<file path="config.mk">
export PLATFORM = sky130hd
export DESIGN_NAME = stat_display_ctrl
export DESIGN_NICKNAME = d
export VERILOG_FILES = /design/src/rtl/stat_display_ctrl_pkg.sv /design/src/rtl/stat_display_ctrl_hex7seg.sv /design/src/rtl/stat_display_ctrl.sv
export SDC_FILE = /design/constraint.sdc
export NUM_CORES = 1
export LEC_CHECK = 0
export CAP_MARGIN = 10
export CORE_ASPECT_RATIO = 0.5
export CORE_MARGIN = 3
export CORE_UTILIZATION = 53
export CTS_BUF_LIST = sky130_fd_sc_hd__clkbuf_8 sky130_fd_sc_hd__clkbuf_16
export CTS_CLUSTER_DIAMETER = 120
export CTS_CLUSTER_SIZE = 8
export DETAILED_ROUTE_END_ITERATION = 8
export MAX_ROUTING_LAYER = met4
export PLACE_DENSITY = 0.81
export SLEW_MARGIN = 20
export SYNTH_ARGS = -nofsm -noshare
export SYNTH_HDL_FRONTEND = slang
export SYNTH_SLANG_ARGS = --single-unit
</file>
<file path="constraint.sdc">
create_clock -name clk -period 2.7 [get_ports clk]
set_input_delay 0.675 -clock clk [delete_from_list [all_inputs] [get_ports clk]]
set_output_delay 0.675 -clock clk [all_outputs]
set_load 0.05 [all_outputs]
</file>
<file path="src/rtl/stat_display_ctrl_pkg.sv">
// stat_display_ctrl_pkg: shared source indices, mode encoding and hex glyphs
// for the performance-counter display scheduler.
package stat_display_ctrl_pkg;
    localparam int NUM_SRC = 5;
    localparam logic [2:0] SRC_TOTAL   = 3'd0;
    localparam logic [2:0] SRC_COND    = 3'd1;
    localparam logic [2:0] SRC_UNCOND  = 3'd2;
    localparam logic [2:0] SRC_COND_OK = 3'd3;
    localparam logic [2:0] SRC_LU      = 3'd4;
    typedef enum logic {
        MODE_MANUAL = 1'b0,
        MODE_AUTO   = 1'b1
    } mode_t;
    // active-low {g,f,e,d,c,b,a} glyphs for 0..F
    localparam logic [6:0] HEX_GLYPH [16] = '{
        7'h40, 7'h79, 7'h24, 7'h30, 7'h19, 7'h12, 7'h02, 7'h78,
        7'h00, 7'h10, 7'h08, 7'h03, 7'h46, 7'h21, 7'h06, 7'h0E
    };
endpackage

</file>
<file path="src/rtl/stat_display_ctrl_hex7seg.sv">
// hex7seg: combinational 4-bit to active-low 7-segment decoder.
module hex7seg
    import stat_display_ctrl_pkg::*;
(
    input  logic [3:0] nib,
    output logic [6:0] seg
);
    assign seg = HEX_GLYPH[nib];
endmodule

</file>
<file path="src/rtl/stat_display_ctrl.sv">
// stat_display_ctrl: shares one 8-digit seven-segment display among five
// performance counters, with auto/manual source select and halt snapshot.
module stat_display_ctrl
    import stat_display_ctrl_pkg::*;
#(
    parameter int SCAN_DIV  = 50000,
    parameter int ROT_TICKS = 100000000
) (
    input  logic        clk,
    input  logic        rst,
    input  logic        halt,
    input  logic [31:0] total,
    input  logic [31:0] conditional,
    input  logic [31:0] unconditional,
    input  logic [31:0] conditional_success,
    input  logic [31:0] lu_times,
    input  logic        btn_next,
    input  logic        auto_en,
    output logic [2:0]  sel,
    output logic        frozen,
    output logic [31:0] disp_val,
    output logic [7:0]  an,
    output logic [7:0]  seg
);
    localparam int RW = $clog2(ROT_TICKS);
    localparam int SW = $clog2(SCAN_DIV);
    localparam logic [RW-1:0] ROT_LAST  = RW'(ROT_TICKS - 1);
    localparam logic [SW-1:0] SCAN_LAST = SW'(SCAN_DIV - 1);

    mode_t         mode, mode_nxt;
    logic          halt_q, btn_q, halt_armed;
    logic          halt_rise, btn_rise, rot_exp, advance;
    logic [RW-1:0] rot_cnt;
    logic [SW-1:0] scan_cnt;
    logic [2:0]    digit;
    logic [6:0]    glyph;
    logic [31:0]   live [NUM_SRC];
    logic [31:0]   snap [NUM_SRC];

    assign live[SRC_TOTAL]   = total;
    assign live[SRC_COND]    = conditional;
    assign live[SRC_UNCOND]  = unconditional;
    assign live[SRC_COND_OK] = conditional_success;
    assign live[SRC_LU]      = lu_times;

    // halt_armed blocks a halt held through reset from re-snapshotting
    // until halt has been seen low at least once.
    assign halt_rise = halt & ~halt_q & halt_armed;
    assign btn_rise  = btn_next & ~btn_q;

    always_ff @(posedge clk) begin
        if (rst) mode <= MODE_MANUAL;
        else     mode <= mode_nxt;
    end

    always_comb begin
        mode_nxt = auto_en ? MODE_AUTO : MODE_MANUAL;
        rot_exp  = (mode == MODE_AUTO) && (rot_cnt == ROT_LAST);
        advance  = btn_rise | rot_exp;
    end

    hex7seg u_hex (
        .nib (disp_val[{digit, 2'b00} +: 4]),
        .seg (glyph)
    );

    always_ff @(posedge clk) begin
        if (rst) begin
            halt_q     <= 1'b0;
            btn_q      <= 1'b0;
            halt_armed <= 1'b0;
            rot_cnt    <= '0;
            sel        <= SRC_TOTAL;
            snap       <= '{default: '0};
            frozen     <= 1'b0;
            disp_val   <= '0;
            scan_cnt   <= '0;
            digit      <= '0;
            an         <= 8'hFF;
            seg        <= 8'hFF;
        end else begin
            halt_q     <= halt;
            btn_q      <= btn_next;
            halt_armed <= halt_armed | ~halt;
            rot_cnt    <= (mode == MODE_MANUAL || advance) ? '0 : rot_cnt + RW'(1);
            if (advance) sel <= (sel == SRC_LU) ? SRC_TOTAL : sel + 3'd1;
            if (halt_rise) snap <= live;
            frozen     <= halt & (frozen | halt_rise);
            disp_val   <= frozen ? snap[sel] : live[sel];
            scan_cnt   <= (scan_cnt == SCAN_LAST) ? '0 : scan_cnt + SW'(1);
            if (scan_cnt == SCAN_LAST) digit <= digit + 3'd1;
            an         <= ~(8'b1 << digit);
            seg        <= {~(digit == 3'd0 && frozen), glyph};
        end
    end
endmodule
</file>
==> summary.txt <==
FINAL LAYOUT
--------------------------------------------------------------------------------------------------------
Share of cells above drive strength 1                                                              10.5%
Final core utilization                                                                             71.1%
Final standard cell area without fillers                                                      15600 um^2
Number of nets in the final layout                                                                  1688
Number of fill cells                                                                                1648
Synth-to-Final Area Change                                                                         30.0%
Multi-input logic area                                                                         6360 um^2
Sequential cell area                                                                           5250 um^2
Final cell count without fillers                                                                    1812

GRT
--------------------------------------------------------------------------------------------------------
GRT Residual Overflow                                                                                  0
Number of global-route vias before repair                                                          10500
Wire length of the first global-routing pass                                                     57.1 mm
Antenna violations before repair                                                                       2
Overall Global Routing Usage                                                                       30.0%
Largest net degree at the start of global routing                                                    103

YOSYS
--------------------------------------------------------------------------------------------------------
Cell area after technology mapping                                                            12000 um^2
Asr flop ratio synth                                                                                  0%
Share of the synthesized area in the top cell type                                                 43.7%
Post-synthesis compound-gate area fraction                                                         11.2%
Post-synthesis share of cell area spent on and, or, nand and nor gates                             17.9%
Netlist cell types                                                                                    51
Average cell area after synthesis                                                              9.13 um^2
Prevailing post-synth register cell                                                              dfxtp_1
Most repeated cell in the gate-level netlist after synthesis                                     nand2_1
Adder and majority cell fraction of the synthesized area                                           1.67%
Synth Area in XOR/XNOR                                                                             2.62%
Net count of the mapped netlist                                                                     1497
Post-synthesis sequential element count                                                              262
Largest cells by area after synthesis                                                       dfxtp_1 44%, mux4_2 13%, nand2_1 11%
Leading post-synthesis cells by instance count                                              354 x nand2_1, 262 x dfxtp_1, 166 x a21oi_1
Synthesis warning total                                                                                0
Dominant combinational cell family by area after synthesis                                  multiplexers
Seq/Total Area, Yosys                                                                              43.7%
Synthesized instance count                                                                          1316
Count of flip-flops with a built-in enable after synthesis                                             0
Post-synthesis mux area share                                                                      19.5%
Library cell with the largest summed area after synthesis                                        dfxtp_1

CTS
--------------------------------------------------------------------------------------------------------
TritonCTS buffer count                                                                                38
Quantity of gates resized following cts                                                                0
CTS H-tree depth                                                                                       2
TritonCTS clock tree                                                                                done
Root Driver                                                                                    clkbuf_16
Number of buffers on the longest clock path                                                            3
Count of hold-fix buffers inserted at cts                                                              0
Clock sink count                                                                                     262
Source-to-sink clock delay at the later pin of the worst-skew pair                               0.51 ns
Number of setup buffers added after CTS                                                                0
Post-CTS clock slew at the launch and capture registers of the worst setup and hold paths        0.05 ns

FLOORPLANNING
--------------------------------------------------------------------------------------------------------
Ports                                                                                                217
DIE AREA                                                                                      24600 um^2
Initial Util                                                                                       54.7%
Vertical die dimension                                                                            112 um
Number of standard-cell rows in the floorplan                                                         38
Core footprint                                                                                22000 um^2
Overall die width                                                                                 219 um

PWR
--------------------------------------------------------------------------------------------------------
Relative contribution of sequential cells to total power                                           41.9%
Internal cell power                                                                              7.41 mW
Clock power share                                                                                  43.2%
Standby leakage power                                                                            5.61 nW
Share of total power in combinational logic                                                        14.9%
Net switching component of the power                                                             2.52 mW
Overall power                                                                                    9.93 mW
Switching portion of total power                                                                   25.4%
Max rail drop VDD                                                                               0.471 mV
Power density cells                                                                          635 nW/um^2

TIMING
--------------------------------------------------------------------------------------------------------
RSZ-0062 raised after global routing                                                                  no
Final-layout worst hold slack                                                                   0.440 ns
Final-layout setup total negative slack                                                             0 ns
Final hold vios                                                                                        0
Period utilisation layout                                                                          95.5%
Max Clk Rate                                                                                     388 MHz
Worst clock skew                                                                               0.0107 ns
Fin worst setup slack                                                                           0.121 ns
Final count of negative-setup-slack endpoints                                                          0
Measured slew at the worst slew-check pin                                                       0.646 ns
Time the final worst path needs with I/O delays and setup                                        2.58 ns
Number of slew-limit violations in the final report                                                    0
Worst max-slew margin expressed relative to the limit                                              56.8%

SETUP PATH
--------------------------------------------------------------------------------------------------------
Largest incremental delay on the critical path                                                   0.88 ns
Required time at the worst-slack endpoint                                                        2.03 ns
Cell type group with the largest total delay on the critical path                           buffers and inverters
Worst setup EP type                                                                          output port
Worst Path Arrival                                                                               1.90 ns
Worst reg2reg setup slack                                                                        0.35 ns
Critical-path maximum fanout                                                                           2
Max stage delay cell, worst path                                                            clkdlybuf4s50_1
Class of the most critical setup path                                                         reg -> out
Type of element launching the critical path                                                         flop
Count of buffer and inverter cells on the critical path                                                1
Cell breakdown of the critical path                                                         clkdlybuf4s50_1

PLACE
--------------------------------------------------------------------------------------------------------
Placed Instances                                                                                    1767
Port-buffer cells                                                                                    216
Standard cell area after detailed placement                                                   14600 um^2
Weighted congestion at the end of routability-driven global placement                              0.902
Worst slack at placement                                                                        0.364 ns
Half-perimeter wire length of the detailed placement result                                      25.0 mm

ROUTING
--------------------------------------------------------------------------------------------------------
Detail-routed via count per cell                                                                    5.86
Detailed Route WL                                                                                35.8 mm
First DRT Iteration DRCs                                                                             975
Overall via count from detail_route                                                                10600
DRC violation count after routing                                                                      0
Antenna violation net count after detailed routing                                                     0
Average wire per cell in the routed design                                                       19.7 um
First-pass iteration count of the detailed router                                                      5

FLOW RUN
--------------------------------------------------------------------------------------------------------
Maximum capacitance violations                                                                         0

MIN PATH
--------------------------------------------------------------------------------------------------------
Hold crit path type                                                                            in -> reg

STATUS
--------------------------------------------------------------------------------------------------------
Result of the run                                                                           finished, final reports clean

-- final timing paths --
| check | startpoint | end | depth (start not counted) |
|---|---|---|---|
| max reg2reg | frozen | disp_val[17] | 6 |
| min | rst | digit[2] | 2 |
| min reg2reg | snap[114] | snap[114] | 2 |
| max | disp_val[20] | disp_val[20] | 1 |
-- sequential cells by signal, indices dropped and copies added (netlist names) --
signal      flops
frozen          1
halt_q          1
rot_cnt        27
btn_q           1
snap          160
sel             3
an              8
seg             8
digit           3
halt_armed      1
scan_cnt       16
disp_val       32
mode            1
-- cell usage in the layout, fill, tap and decap left out, drive strengths merged, types with 2 or more instances in the layout --
cell type      synthesis  final
a21oi                167    167
a22oi                  2      2
a31oi                  3      3
and2                   4      4
and3                   7      7
buf                   25     31
clkbuf                67     42
clkdlybuf4s50          0    212
dfxtp                262    262
diode                  0      2
ha                    16     16
inv                   13     14
mux2                   5      5
mux2i                 71     71
mux4                  70     70
nand2                355    355
nand3                 24     24
nand3b                 2      2
nand4                 10     10
nand4bb                2      2
nor2                  95     95
nor2b                  5      5
nor3                   9      9
nor4                   2      2
o211ai                 2      2
o21a                   3      3
o21ai                  7      7
o221ai                 4      4
o22a                  33     33
xnor2                 13     13
xor2                  23     23
-- worst register-to-register path, stage by stage, from the launching register on --
cell     delay [ns]
dfxtp_4        0.54
buf_12         0.27
buf_4          0.23
mux4_2         0.50
mux2i_1        0.36
o22a_1         0.24
nor2_1         0.06
-- kinds of logic after synthesis --
kind of cell             after synthesis
AND/OR/NAND/NOR                      521
flip-flops                           262
AO/OA/AOI/OAI                        229
multiplexers                         146
buffers and inverters                106
XOR/XNOR                              36
adder cells (fa/ha/maj)               16
-- final cells by class --
| cell class | instances | area share, % |
|---|---|---|
| tap | 300 | 2.40 |
| timing repair buffer | 243 | 16.2 |
| antenna | 2 | 0.0320 |
| inverter | 14 | 0.336 |
| clock buffer | 42 | 6.66 |
| clock inverter | 1 | 0.0240 |
| sequential | 262 | 33.6 |
| multi-input combinational | 948 | 40.7 |
-- layer usage --
layer	track usage, %	share of wire, %
met5	-	0
met4	8.02	2.3
met2	46.4	47
met1	40.8	42
met3	5.57	8.0
-- power by group through the flow --
stage,logic (mW),registers [mW],clock network (mW)
2_1_floorplan,0.655,4.38,0
3_3_place_gp,1.44,4.22,0
4_1_cts,1.48,4.16,4.34
3_5_place_dp,1.47,4.23,0
5_1_grt,1.58,4.17,4.52
6_report,1.48,4.16,4.28
Note: power is estimated with default switching activity, not from simulation.
